$ cat config.mk
export PLATFORM = sky130hd
export DESIGN_NAME = neuron_sequencer
export DESIGN_NICKNAME = d
export VERILOG_FILES = /design/src/rtl/neuron_seq_pkg.sv /design/src/rtl/neuron_sequencer_seq_counter.sv /design/src/rtl/neuron_sequencer.sv
export SDC_FILE = /design/constraint.sdc
export NUM_CORES = 1
export LEC_CHECK = 0
export BUFFER_PORTS_ARGS = -buffer_cell sky130_fd_sc_hd__buf_2
export CAP_MARGIN = 5
export CORE_ASPECT_RATIO = 0.9
export CORE_MARGIN = 5
export CORE_UTILIZATION = 30
export DETAILED_ROUTE_END_ITERATION = 8
export PLACE_DENSITY = 0.66
export SLEW_MARGIN = 20
export SYNTH_ARGS = -nofsm -noshare
export SYNTH_HDL_FRONTEND = slang
export SYNTH_SLANG_ARGS = --single-unit
$ cat constraint.sdc
create_clock -name clk -period 2 [get_ports clk]
set_input_delay 0.3 -clock clk [delete_from_list [all_inputs] [get_ports clk]]
set_output_delay 0.3 -clock clk [all_outputs]
set_load 0.01 [all_outputs]
$ cat src/rtl/neuron_seq_pkg.sv
// ---------------------------------------------------------------------------
// neuron_seq_pkg
// Shared types and default sizes for the neuron sequencer.
//   seq_state_e         : sequencer FSM states
//   FAN_IN_DEFAULT      : products accumulated per neuron
//   NUM_ADDRESS_DEFAULT : depth of each PE SRAM bank
//   ADDR_W_DEFAULT      : SRAM address width for the default depth
// ---------------------------------------------------------------------------
package neuron_seq_pkg;

    localparam int FAN_IN_DEFAULT      = 16;
    localparam int NUM_ADDRESS_DEFAULT = 512;
    localparam int ADDR_W_DEFAULT      = $clog2(NUM_ADDRESS_DEFAULT);

    typedef enum logic [2:0] {
        ST_IDLE    = 3'd0,
        ST_LOAD    = 3'd1,
        ST_COMPUTE = 3'd2,
        ST_DRAIN   = 3'd3,
        ST_OUTPUT  = 3'd4
    } seq_state_e;

endpackage

$ cat src/rtl/neuron_sequencer_seq_counter.sv
// ---------------------------------------------------------------------------
// seq_counter
// Up-counter with synchronous clear and a terminal-count flag.
//   clk     : clock, rising edge
//   reset   : synchronous active-low reset, counter to 0
//   i_clr   : load-clear (has priority over i_en)
//   i_en    : increment by one
//   o_cnt   : current count
//   o_tc    : high when o_cnt equals MAX
// The counter itself never saturates; the caller gates i_en with o_tc
// or clears on o_tc, depending on whether it wants to stop or restart.
// ---------------------------------------------------------------------------
module seq_counter
    import neuron_seq_pkg::*;
#(
    parameter int           W   = ADDR_W_DEFAULT,
    parameter logic [W-1:0] MAX = {W{1'b1}}
) (
    input  logic         clk,
    input  logic         reset,
    input  logic         i_clr,
    input  logic         i_en,
    output logic [W-1:0] o_cnt,
    output logic         o_tc
);

    logic [W-1:0] r_cnt;

    // Count register: clear, increment or hold
    always_ff @(posedge clk) begin
        if (!reset) begin
            r_cnt <= {W{1'b0}};
        end else if (i_clr) begin
            r_cnt <= {W{1'b0}};
        end else if (i_en) begin
            r_cnt <= r_cnt + {{(W-1){1'b0}}, 1'b1};
        end else begin
            r_cnt <= r_cnt;
        end
    end

    assign o_cnt = r_cnt;
    assign o_tc  = (r_cnt == MAX);

endmodule

$ cat src/rtl/neuron_sequencer.sv
// ---------------------------------------------------------------------------
// neuron_sequencer
// Loads one neuron's weights into a PE SRAM bank, streams the matching
// input vector through the PE, captures the PE result and offers it on a
// valid/ready port. Banks alternate per neuron.
// Optional feature macro: NEURON_SEQ_PERF_CNT_EN adds perf_cycles, the
// number of cycles (stalls included) spent in COMPUTE for the last neuron.
// Ports:
//   clk, reset                 : clock, synchronous active-low reset
//   w_valid/w_ready/w_data     : weight stream in
//   x_valid/x_ready/x_data     : input-activation stream in
//   pe_weight, pe_input_data   : data to the PE
//   pe_demux_select            : bank being written
//   pe_mux_select              : bank being read
//   pe_write_enable/read_enable: SRAM strobes
//   pe_addr                    : SRAM address shared by both banks
//   pe_reset                   : active-low clear of PE registers
//   pe_out                     : PE quantized result
//   y_valid/y_ready/y_data     : result stream out
//   busy                       : high whenever not IDLE
//   perf_cycles (optional)     : COMPUTE cycle count, saturating
// ---------------------------------------------------------------------------
module neuron_sequencer
    import neuron_seq_pkg::*;
#(
    parameter int WEIGHT_BIT  = 32,
    parameter int FAN_IN      = FAN_IN_DEFAULT,
    parameter int NUM_ADDRESS = NUM_ADDRESS_DEFAULT,
    parameter int ADDR_W      = $clog2(NUM_ADDRESS)
) (
    input  logic                  clk,
    input  logic                  reset,
    input  logic                  w_valid,
    output logic                  w_ready,
    input  logic [WEIGHT_BIT-1:0] w_data,
    input  logic                  x_valid,
    output logic                  x_ready,
    input  logic [WEIGHT_BIT-1:0] x_data,
    output logic [WEIGHT_BIT-1:0] pe_weight,
    output logic [WEIGHT_BIT-1:0] pe_input_data,
    output logic                  pe_demux_select,
    output logic                  pe_mux_select,
    output logic                  pe_write_enable,
    output logic                  pe_read_enable,
    output logic [ADDR_W-1:0]     pe_addr,
    output logic                  pe_reset,
    input  logic [WEIGHT_BIT-1:0] pe_out,
    output logic                  y_valid,
    input  logic                  y_ready,
    output logic [WEIGHT_BIT-1:0] y_data,
    output logic                  busy
`ifdef NEURON_SEQ_PERF_CNT_EN
    ,
    output logic [31:0]           perf_cycles
`endif
);

    seq_state_e            r_state;
    seq_state_e            w_next_state;
    logic                  r_bank;
    logic                  r_y_valid;
    logic [WEIGHT_BIT-1:0] r_y_data;

    logic [ADDR_W-1:0]     w_cnt;
    logic                  w_cnt_tc;
    logic                  w_cnt_clr;
    logic                  w_cnt_en;

    logic                  w_wr_rdy;
    logic                  w_x_rdy;
    logic                  w_we;
    logic                  w_re;
    logic                  w_pe_rst_n;
    logic [ADDR_W-1:0]     w_addr;
    logic [WEIGHT_BIT-1:0] w_weight;
    logic [WEIGHT_BIT-1:0] w_input;
    logic                  w_capture;
    logic                  w_handshake;

    // Beat counter: addresses the SRAM in both LOAD and COMPUTE
    seq_counter #(
        .W   (ADDR_W),
        .MAX (ADDR_W'(FAN_IN - 1))
    ) u_cnt (
        .clk   (clk),
        .reset (reset),
        .i_clr (w_cnt_clr),
        .i_en  (w_cnt_en),
        .o_cnt (w_cnt),
        .o_tc  (w_cnt_tc)
    );

    // Next-state and per-cycle PE control
    always_comb begin
        w_next_state = r_state;
        w_wr_rdy     = 1'b0;
        w_x_rdy      = 1'b0;
        w_we         = 1'b0;
        w_re         = 1'b0;
        w_pe_rst_n   = 1'b1;
        w_addr       = {ADDR_W{1'b0}};
        w_weight     = {WEIGHT_BIT{1'b0}};
        w_input      = {WEIGHT_BIT{1'b0}};
        w_cnt_clr    = 1'b0;
        w_cnt_en     = 1'b0;
        w_capture    = 1'b0;
        w_handshake  = 1'b0;
        case (r_state)
            // IDLE accepts the first weight at address 0 (cnt is 0 here);
            // the PE is held clear until the input stream starts.
            ST_IDLE, ST_LOAD: begin
                w_wr_rdy   = 1'b1;
                w_pe_rst_n = 1'b0;
                w_addr     = w_cnt;
                if (w_valid) begin
                    w_we     = 1'b1;
                    w_weight = w_data;
                    if (w_cnt_tc) begin
                        w_cnt_clr    = 1'b1;
                        w_next_state = ST_COMPUTE;
                    end else begin
                        w_cnt_en     = 1'b1;
                        w_next_state = ST_LOAD;
                    end
                end else begin
                    w_next_state = r_state;
                end
            end
            // Stall cycles feed a zero input so the PE adds a zero product.
            ST_COMPUTE: begin
                w_x_rdy = 1'b1;
                w_re    = 1'b1;
                w_addr  = w_cnt;
                if (x_valid) begin
                    w_input = x_data;
                    if (w_cnt_tc) begin
                        w_cnt_clr    = 1'b1;
                        w_next_state = ST_DRAIN;
                    end else begin
                        w_cnt_en     = 1'b1;
                        w_next_state = ST_COMPUTE;
                    end
                end else begin
                    w_next_state = ST_COMPUTE;
                end
            end
            // Last product has reached the adder; pe_out is final now.
            ST_DRAIN: begin
                w_capture    = 1'b1;
                w_next_state = ST_OUTPUT;
            end
            ST_OUTPUT: begin
                if (y_ready) begin
                    w_handshake  = 1'b1;
                    w_pe_rst_n   = 1'b0;
                    w_next_state = ST_IDLE;
                end else begin
                    w_next_state = ST_OUTPUT;
                end
            end
            default: begin
                w_next_state = ST_IDLE;
            end
        endcase
    end

    // State, bank select and captured result
    always_ff @(posedge clk) begin
        if (!reset) begin
            r_state   <= ST_IDLE;
            r_bank    <= 1'b0;
            r_y_valid <= 1'b0;
            r_y_data  <= {WEIGHT_BIT{1'b0}};
        end else begin
            r_state <= w_next_state;
            if (w_capture) begin
                r_y_data  <= pe_out;
                r_y_valid <= 1'b1;
            end else if (w_handshake) begin
                r_y_valid <= 1'b0;
                r_bank    <= ~r_bank;
            end else begin
                r_y_valid <= r_y_valid;
            end
        end
    end

    // During reset no strobe or ready may escape and the PE is cleared.
    assign w_ready         = reset & w_wr_rdy;
    assign x_ready         = reset & w_x_rdy;
    assign pe_write_enable = reset & w_we;
    assign pe_read_enable  = reset & w_re;
    assign pe_reset        = reset & w_pe_rst_n;
    assign pe_weight       = w_weight;
    assign pe_input_data   = w_input;
    assign pe_addr         = w_addr;
    assign pe_demux_select = r_bank;
    assign pe_mux_select   = r_bank;
    assign y_valid         = r_y_valid;
    assign y_data          = r_y_data;
    assign busy            = (r_state != ST_IDLE);

`ifdef NEURON_SEQ_PERF_CNT_EN
    logic        w_perf_clr;
    logic        w_perf_en;
    logic        w_perf_tc;

    // Cleared on COMPUTE entry, counts every COMPUTE cycle, sticks at all-ones
    assign w_perf_clr = (r_state != ST_COMPUTE) && (w_next_state == ST_COMPUTE);
    assign w_perf_en  = (r_state == ST_COMPUTE) && !w_perf_tc;

    seq_counter #(
        .W   (32),
        .MAX ({32{1'b1}})
    ) u_perf (
        .clk   (clk),
        .reset (reset),
        .i_clr (w_perf_clr),
        .i_en  (w_perf_en),
        .o_cnt (perf_cycles),
        .o_tc  (w_perf_tc)
    );
`endif

endmodule
==> results.py, run 1 <==
metrics = {
    "layout": {
        "drive_gt1_share_pct": 45.7,
        "layout_common_cells": "214 x buf_2, 79 x and2_1, 67 x nand2_1, 44 x dfxtp_1, 29 x a21boi_0",
        "antenna_cells": 0,
        "finalNonFillerCells": 611,
        "syn_to_final_growth_pct": 51.3,
        "final_nets": 613,
        "fin_util_pct": 46.1,
        "final_common_cell": "buf_2",
    },
    "power": {
        "powerDensity_nw_per_um2": 478,
        "peakVddDrop_v": 0.000244,
        "p_total_mw": 1.76,
        "leakage_nw": 1.96,
    },
    "grt": {
        "grt_pass1_wl_um": 12600,
        "grt_max_degree": 42,
        "grt_pass1_vias": 2663,
        "grt_usage_pct": 15.2,
        "gr-total-overflow": 0,
        "antenna_found_initial": 0,
    },
    "timing": {
        "finalCritPeriodShare_pct": 92.6,
        "slew_headroom_pct": 65.8,
        "worst_clock_skew_ns": 0.00685,
        "rsz0062_at_grt": "no",
        "hold_viol_final": 0,
        "setup_slack_ns": 0.148,
        "finalMaxSlewViolations": 0,
        "worst_pin_slew_ns": 0.513,
        "tns_ns": 0,
        "max_freq_mhz": 540,
        "layout_min_cycle_time_ns": 1.85,
        "setup-violations-final": 0,
    },
    "floorplanning": {
        "start_util_pct": 30.5,
        "die_width_um": 105,
        "die_y_um": 95.5,
        "core_area_um2": 7990,
        "dieArea_um2": 10000,
        "rows": 31,
        "io_pins": 215,
    },
    "placed_design": {
        "pre_cts_ws_ns": 0.203,
        "port_buffers": 214,
        "dp.cells": 603,
        "dpl.hpwl_um": 6640,
        "gp_congestion": 0.811,
    },
    "route": {
        "first_pass_iters": 5,
        "num_vias": 2714,
        "routedWlPerCell_um": 13.5,
        "via_per_inst": 4.44,
        "drc": 0,
        "ant_nets": 0,
        "wl_um": 8250,
        "drt_iter0_drc": 109,
    },
    "synth": {
        "ys_seq_elements": 46,
        "seq_area_frac_synth_pct": 37.8,
        "syn_inst": 308,
        "synth.distinct_cells": 36,
        "synth_fp_nets": 410,
        "avgSynthCellArea_um2": 7.91,
        "syn_area_um2": 2430,
        "yosys_warnings": 0,
    },
    "clock_network": {
        "cts_root_buffer": "clkbuf_8",
        "cts_buffers": 5,
        "cts.sink_count": 46,
        "holdBufCountCts": 0,
        "clkTransAtPathRegs_ns": 0.08,
        "cts_tree": "yes",
        "cts_buffer_depth": 2,
        "cts-htree-levels": 2,
        "clk_latency_ns": 0.30,
    },
    "critical_path": {
        "cpPeakStageDelay_ns": 0.39,
        "startpoint_type": "register",
        "crit_chain": "and4bb_2 > buf_6 > and2_1 > buf_2",
        "crit_required_ns": 1.70,
        "slowest_stage": "dfxtp_1",
        "end_kind": "output pin",
        "worstSetupPathType": "register to output pin",
        "crit_fanout": 40,
        "crit_arrival_ns": 1.55,
    },
    "status": {
        "outcome": "finished clean",
    },
    "job": {
        "drv_cap": 0,
    },
    "hold_path": {
        "hold_path.class": "input port to register",
    },
}
state kept, by name (all words and copies together) (netlist names):
name and flops:
y_data 32, u_cnt.o_cnt 9, r_state 3, pe_demux_select 1
y_valid 1
power by group:
part	total [mW]	internal, mW	switching [mW]	leakage [nW]
clock network	0.585	0.279	0.306	0.0482
logic	0.245	0.139	0.106	1.54
registers	0.929	0.921	0.00796	0.372
cells in the mapped netlist:
library cell  instances  area share [%]
nand3_1               1            0.21
nor2b_1               3            0.77
nor4_4                1            0.87
a21o_1                1            0.31
nor3b_1               1            0.31
buf_2                 8             1.6
o2111ai_1             2            0.72
nor4_1                1            0.26
and4_1                1            0.36
mux2i_1               1            0.41
nand3b_1              2            0.62
and4bb_2              1            0.51
o21ai_0               3            0.62
dfxtp_1              46              38
xor2_1                5             1.8
or3b_1                1            0.36
nand2_1              67              10
nor2_1               11             1.7
clkbuf_1             14             2.2
a211oi_1              1            0.31
or3_1                 1            0.26
a21boi_0             29             8.9
mux2_2                1            0.46
xnor2_1               2            0.72
o21ai_1               2            0.41
nor3b_2               1            0.51
a21boi_1              4             1.2
nand2b_1              3            0.77
buf_4                 2            0.62
nand4b_2              1            0.62
and2_1               79              20
a21oi_1               4            0.82
o211ai_1              3            0.92
and3_1                2            0.51
inv_1                 2            0.31
ha_1                  1            0.51
critical path: cells and delay by family, from the launching register on:
family | cells | cell delay, ns
and+or+nand+nor | 2 | 0.50
buffers and inverters | 2 | 0.35
DFF | 1 | 0.39
per-layer routing:
layer	track usage (%)	up-vias	share of wire, %
met5	0	-	0
met4	3.51	0	0.82
met3	3.79	5	8.7
met2	25.1	113	49
met1	20.0	1208	42
li1	-	1388	-
layout make-up:
class / instances / area [um^2]
inverter: 2 / 7.51
timing repair buffer: 220 / 1130
fill: 857 / 4310
tap: 99 / 124
clock inverter: 1 / 5.00
sequential: 46 / 923
clock buffer: 7 / 86.3
multi-input combinational: 236 / 1410
cell families (layout without fill, tap and decap cells):
kind of cell	after synthesis	in the layout	synth area share [%]
buffers and inverters	26	230	4.73
DFF	46	46	37.8
and+or+nand+nor	177	177	39.3
adders and majority gates	1	1	0.514
AOI/OAI and AO/OA	49	49	14.3
muxes	2	2	0.874
xor gates and xnor gates	7	7	2.52
repair_timing:
action / 4_1_cts / 5_1_grt
setup buffers: 0 / 0
gates resized for setup: 1 / 2
setup endpoints to repair: 27 / 32
gates cloned: 0 / 0
through the flow:
stage	hold WS [ns]	instance area, um^2
6_report	0.238	3680
5_1_grt	0.234	3680
4_1_cts	0.230	3680
3_5_place_dp	0.449	3590
3_3_place_gp	0.439	3590
2_1_floorplan	0.435	2430
worst paths after layout:
path,startpoint,end,slack [ns],depth (start not counted)
min reg2reg,y_data[5],y_data[5],0.46,2
max reg2reg,r_state[0],u_cnt.o_cnt[5],0.34,5
min,pe_out[4],y_data[4],0.24,3
max,r_state[0],pe_input_data[2],0.15,4
Note: power is estimated with default switching activity, not from simulation.
==> inputs of run 2 (changes only) <==
==> constraint.sdc (replaced) <==
create_clock -name clk -period 2 [get_ports clk]
set_input_delay 0.4 -clock clk [delete_from_list [all_inputs] [get_ports clk]]
set_output_delay 0.4 -clock clk [all_outputs]
set_load 0.01 [all_outputs]
==> run 2 against run 1 <==
Against the previous run:
- maximum frequency shrank 2.4%
- die area did not move
- largest power group unchanged
- global-route usage is 0.44 points lower
- sequential power is essentially flat
- design area rose by 0.78%
==> results.py, run 2 (synthesis gave the netlist of run 1 again) <==
metrics = {
    "status": {
        "outcome": "finished clean",
    },
    "critical_path": {
        "startpoint_type": "register",
        "crit_chain": "and4bb_2 > buf_12 > and2_1 > buf_2",
        "critical_path.top_delay_family": "simple AND/OR/NAND/NOR gates",
        "end_kind": "output pin",
        "cpPeakStageDelay_ns": 0.44,
        "crit_buf_inv": 2,
        "crit_arrival_ns": 1.50,
        "cp_num_cells": 4,
        "worstSetupPathType": "register to output pin",
        "crit_required_ns": 1.60,
        "r2r_cells": 5,
        "crit_fanout": 40,
        "slowest_stage": "dfxtp_2",
    },
    "route": {
        "via_per_inst": 4.41,
        "drc": 0,
        "wl_met1_um": 3390,
        "drt_iter0_drc": 110,
        "top_layer_used": "met4",
        "ant_nets": 0,
        "met3_wirelength_um": 587,
        "first_pass_iters": 4,
        "num_vias": 2694,
        "wl_um": 8050,
        "routedWlPerCell_um": 13.2,
        "wl_met2_um": 4020,
    },
    "power": {
        "p_switching_mw": 0.422,
        "intPower_mw": 1.43,
        "combinationalPowerShare_pct": 13.3,
        "power_frac_seq_pct": 50.0,
        "clkPwrFrac_pct": 36.6,
        "peakVddDrop_v": 0.000401,
        "switching_share_pct": 22.7,
        "leakage_nw": 1.96,
        "p_total_mw": 1.86,
        "powerDensity_nw_per_um2": 500,
    },
    "placed_design": {
        "pre_cts_ws_ns": 0.303,
        "gp_congestion": 0.780,
        "port_buffers": 214,
        "dpl.hpwl_um": 6560,
    },
    "job": {
        "drv_cap": 0,
    },
    "floorplanning": {
        "io_pins": 215,
        "rows": 31,
        "die_y_um": 95.5,
        "core_area_um2": 7990,
        "start_util_pct": 30.5,
        "dieArea_um2": 10000,
        "die_width_um": 105,
    },
    "clock_network": {
        "cts_buffer_depth": 2,
        "clkTransAtPathRegs_ns": 0.09,
        "cts_buffers": 5,
        "holdBufCountCts": 0,
        "cts_tree": "yes",
        "cts.sink_count": 46,
        "cts_root_buffer": "clkbuf_8",
        "clk_latency_ns": 0.29,
        "cts-htree-levels": 2,
    },
    "timing": {
        "slew_headroom_pct": 72.5,
        "setup_slack_ns": 0.103,
        "hold_viol_final": 0,
        "worst_pin_slew_ns": 0.409,
        "setup-violations-final": 0,
        "worst_clock_skew_ns": 0.00430,
        "rsz0062_at_grt": "no",
        "layout_min_cycle_time_ns": 1.90,
        "finalMaxSlewViolations": 0,
        "tns_ns": 0,
        "finalCritPeriodShare_pct": 94.8,
        "max_freq_mhz": 527,
    },
    "layout": {
        "final_common_cell": "buf_2",
        "drive_gt1_share_pct": 45.9,
        "final_nets": 613,
        "antenna_cells": 0,
        "largest_register_ff_count": 32,
        "syn_to_final_growth_pct": 52.5,
        "fin_util_pct": 46.5,
        "layout_common_cells": "214 x buf_2, 79 x and2_1, 67 x nand2_1, 43 x dfxtp_1, 29 x a21boi_0",
    },
    "grt": {
        "gr-total-overflow": 0,
        "grt_pass1_vias": 2505,
        "antenna_found_initial": 0,
        "grt_max_degree": 42,
        "grt_usage_pct": 14.7,
        "grt_pass1_wl_um": 12400,
    },
    "hold_path": {
        "whs_path_depth": 3,
        "hold_path.class": "input port to register",
    },
}
[run 2: changes by cell type in the layout (fill, tap and decap cells not counted)]
cell        previous run  this run
bufinv_16              0         1
dfxtp_2                2         3
clkinvlp_4             0         1
buf_6                  1         0
dfxtp_1               44        43
clkinv_2               1         0
buf_12                 1         2
clkbuf_8               6         5
[run 2: power by group through the flow]
| stage | clock network [mW] | logic [mW] | registers (mW) |
|---|---|---|---|
| global route | 0.749 | 0.274 | 0.930 |
| finish | 0.680 | 0.247 | 0.928 |
| CTS | 0.709 | 0.251 | 0.928 |
| global placement | 0 | 0.248 | 0.950 |
| floorplan | 0 | 0.0987 | 0.946 |
| detailed placement | 0 | 0.250 | 0.950 |
[run 2: final cells by class]
class                   count  area (um^2)
multi-input cells         236         1410
well taps                  99          124
clock inverters             2         37.5
inverters                   2         7.51
repair buffers            220         1140
flip-flops and latches     46          925
clock buffers               6         72.6
fillers                   799         4280
[run 2: path summary, 6_finish.rpt]
path	startpoint	endpoint	slack, ns
min reg2reg	y_data[5]	y_data[5]	0.45
max reg2reg	u_cnt.o_cnt[0]	u_cnt.o_cnt[5]	0.38
max	r_state[1]	pe_input_data[9]	0.10
min	pe_out[5]	y_data[5]	0.33
[run 2: stage by stage]
stage	instance area (um^2)	std cells	hold WS, ns
2_1_floorplan	2430	308	0.462
3_3_place_gp	3600	603	0.440
3_5_place_dp	3600	603	0.445
4_1_cts	3710	611	0.321
5_1_grt	3710	611	0.333
6_report	3710	611	0.333
[run 2: what timing repair did]
action / 4_1_cts / 5_1_grt
resized for setup: 2 / 1
endpoints found under the setup margin: 8 / 32
buffers inserted: 0 / 0
[run 2: layer usage]
metal  vias up  track usage, %
met5         -               0
met4         0            3.51
met3         5            3.72
met2       102            23.4
met1      1197            20.1
li1       1390               -
[run 2: worst reg2reg max path: stages (launching register included)]
cell and delay [ns]:
dfxtp_1 0.39, ha_1 0.17, and2_1 0.23, nand4b_2 0.22
o21ai_1 0.41, nor2_1 0.09
==> inputs of run 3 (changes only) <==
--- a/config.mk
+++ b/config.mk
@@ -5,13 +5,14 @@
 export SDC_FILE = /design/constraint.sdc
 export NUM_CORES = 1
 export LEC_CHECK = 0
+export ABC_AREA = 1
 export BUFFER_PORTS_ARGS = -buffer_cell sky130_fd_sc_hd__buf_2
 export CAP_MARGIN = 5
 export CORE_ASPECT_RATIO = 0.9
 export CORE_MARGIN = 5
 export CORE_UTILIZATION = 30
 export DETAILED_ROUTE_END_ITERATION = 8
-export PLACE_DENSITY = 0.66
+export PLACE_DENSITY = 0.65
 export SLEW_MARGIN = 20
 export SYNTH_ARGS = -nofsm -noshare
 export SYNTH_HDL_FRONTEND = slang
==> run 3 against run 2 <==
Against the previous run:
- first-iteration DRC count grew 110%
- critical endpoint is now busy
- utilization fell by 0.98 points
- sequential power hardly changed
- cell count up 22%
- flip-flop and latch count did not move
- via count increased by 23%
- clock skew fell by 0.0018 ns
- setup slack improved by 0.021 ns
- combinational power grew 11%
- critical path type unchanged
- register-to-register slack about the same
- die area is 4.9% higher
==> results.py, run 3 <==
metrics = {
    "status": {
        "outcome": "finished clean",
    },
    "synth": {
        "avgSynthCellArea_um2": 6.03,
        "yosysMostFrequentCell": "nor2_1",
        "async_flop_share_pct": 0,
        "netlist_top_cells_area": "dfxtp_1 36%, nor2_1 21%, nand2_1 15%",
        "syn_area_um2": 2570,
        "synth_fp_nets": 528,
        "ys.flop_type": "dfxtp_1",
        "ys_seq_elements": 46,
        "yosys_warnings": 0,
        "seq_area_frac_synth_pct": 35.8,
        "synth.top_cell.area_share_pct": 35.8,
        "synth_edf_count": 0,
        "syn_inst": 426,
        "synth.distinct_cells": 25,
        "synth_top_cell_by_area": "dfxtp_1",
        "synthTopCellsByCount": "144 x nor2_1, 104 x nand2_1, 46 x dfxtp_1",
    },
    "clock_network": {
        "cts_buffer_depth": 2,
        "cts_root_buffer": "clkbuf_8",
        "clkTransAtPathRegs_ns": 0.09,
        "cts_tree": "yes",
        "post_cts_buffers": 0,
        "cts.sink_count": 46,
        "clk_latency_ns": 0.29,
        "holdBufCountCts": 0,
        "cts-htree-levels": 2,
        "cts_buffers": 5,
    },
    "critical_path": {
        "critical_path.top_delay_family": "simple AND/OR/NAND/NOR gates",
        "crit_buf_inv": 2,
        "regToRegSetupSlack_ns": 0.37,
        "reg2reg_from": "u_cnt.o_cnt[0]",
        "cpPeakStageDelay_ns": 0.39,
        "crit_fanout": 36,
        "r2r_cells": 6,
        "crit_chain": "nor2_4 > inv_4 > or2_2 > buf_2",
        "crit_required_ns": 1.60,
        "worstSetupPathType": "register to output pin",
        "crit_arrival_ns": 1.48,
        "slowest_stage": "dfxtp_1",
        "reg2reg_to": "u_cnt.o_cnt[7]",
        "end_kind": "output pin",
        "startpoint_type": "register",
    },
    "layout": {
        "syn_to_final_growth_pct": 49.6,
        "fin_util_pct": 45.5,
        "largest_register_ff_count": 32,
        "seqCellArea_um2": 922,
        "antenna_cells": 0,
        "final_common_cell": "buf_2",
        "design_area_um2": 3840,
        "multi_input_area_um2": 1440,
        "drive_gt1_share_pct": 39.0,
        "layout_common_cells": "214 x buf_2, 143 x nor2_1, 104 x nand2_1, 45 x dfxtp_1, 36 x o21ai_0",
        "finalNonFillerCells": 745,
        "fillerInstances": 929,
        "final_nets": 727,
    },
    "timing": {
        "rsz0062_at_grt": "no",
        "slew_headroom_pct": 61.6,
        "hold_viol_final": 0,
        "whs_ns": 0.327,
        "max_freq_mhz": 533,
        "worst_pin_slew_ns": 0.576,
        "tns_ns": 0,
        "setup-violations-final": 0,
        "worst_clock_skew_ns": 0.00254,
        "finalMaxSlewViolations": 0,
        "setup_slack_ns": 0.125,
        "finalCritPeriodShare_pct": 93.8,
        "layout_min_cycle_time_ns": 1.88,
    },
    "floorplanning": {
        "dieArea_um2": 10500,
        "core_area_um2": 8450,
        "die_y_um": 97.8,
        "rows": 32,
        "die_width_um": 108,
        "io_pins": 215,
        "start_util_pct": 30.4,
    },
    "route": {
        "drt_iter0_drc": 228,
        "ant_nets": 0,
        "wl_um": 9200,
        "routedWlPerCell_um": 12.3,
        "num_vias": 3327,
        "first_pass_iters": 4,
        "via_per_inst": 4.47,
        "drc": 0,
    },
    "hold_path": {
        "min_to": "y_data[4]",
        "whs_path_depth": 3,
        "hold_path.class": "input port to register",
        "hp-start": "pe_out[4]",
    },
    "placed_design": {
        "dpl.hpwl_um": 7240,
        "port_buffers": 214,
        "dp.cells": 737,
        "post_dp_cell_area_um2": 3720,
        "pre_cts_ws_ns": 0.211,
        "gp_congestion": 0.906,
    },
    "grt": {
        "grt_usage_pct": 16.1,
        "grt_pass1_wl_um": 14400,
        "gr-total-overflow": 0,
        "antenna_found_initial": 0,
        "grt_pass1_vias": 3140,
        "grt_max_degree": 37,
    },
    "power": {
        "peakVddDrop_v": 0.000434,
        "p_total_mw": 1.88,
        "powerDensity_nw_per_um2": 490,
        "leakage_nw": 2.24,
    },
    "job": {
        "drv_cap": 0,
    },
}
==> run 3: cell types whose count changed after synthesis, moves of 10 or more <==
cell / previous run / this run
nand2_1: 67 / 104
and2_1: 79 / 0
inv_1: 2 / 20
a21oi_1: 4 / 14
o21ai_0: 3 / 36
nor2_1: 11 / 144
a21boi_0: 29 / 0
==> run 3: final cells by class <==
type                            instances  share of cell area, %
Clock inverter                          2                  0.977
Multi-Input combinational cell        329                   37.6
Clock buffer                            6                   1.89
Tap cell                              119                   3.87
Inverter                               24                   2.51
Timing Repair Buffer                  219                   29.2
Sequential cell                        46                   24.0
==> run 3: kinds of logic (layout without fill, tap and decap cells) <==
logic type | after synthesis | after routing | share of synthesized area (%)
AOI/OAI and AO/OA | 51 | 51 | 10.4
xor gates and xnor gates | 3 | 3 | 1.02
adders and majority gates | 1 | 1 | 0.487
buffers and inverters | 51 | 251 | 8.23
DFF | 46 | 46 | 35.8
and+or+nand+nor | 274 | 274 | 44.0
==> run 3: per-layer routing <==
| layer | track usage (%) | vias up | routed length [um] |
|---|---|---|---|
| li1 | - | 1709 | - |
| met1 | 18.4 | 1463 | 3740 |
| met2 | 28.4 | 149 | 4380 |
| met3 | 6.48 | 6 | 1040 |
| met4 | 3.20 | 0 | 36 |
| met5 | 0 | - | 0 |
==> run 3: worst register-to-register path, cell delays in order, from the launching register on <==
cell and delay, ns:
dfxtp_1 0.40, ha_1 0.27, nand3_2 0.14, inv_1 0.12, nand3_2 0.18, o21ai_4 0.33
a21oi_1 0.08
==> run 3: worst max-delay path by stage <==
stage / from / depth (start not counted) / endpoint
after floorplan: reset / 4 / x_ready
after global placement: r_state[2] / 4 / busy
after detailed placement: r_state[2] / 4 / busy
after CTS: r_state[2] / 4 / busy
after global routing: r_state[1] / 6 / pe_addr[6]
final: r_state[1] / 4 / busy
==> run 3: timing repair <==
action	in CTS	in global routing
hold endpoints to repair	0	0
setup endpoints to repair	36	5
gates resized for setup	2	3
==> run 3: power by group <==
part | internal [mW] | total, mW | switching, mW
registers | 0.919 | 0.926 | 0.00697
clock network | 0.373 | 0.682 | 0.309
logic | 0.133 | 0.275 | 0.142
total | 1.43 | 1.88 | 0.457
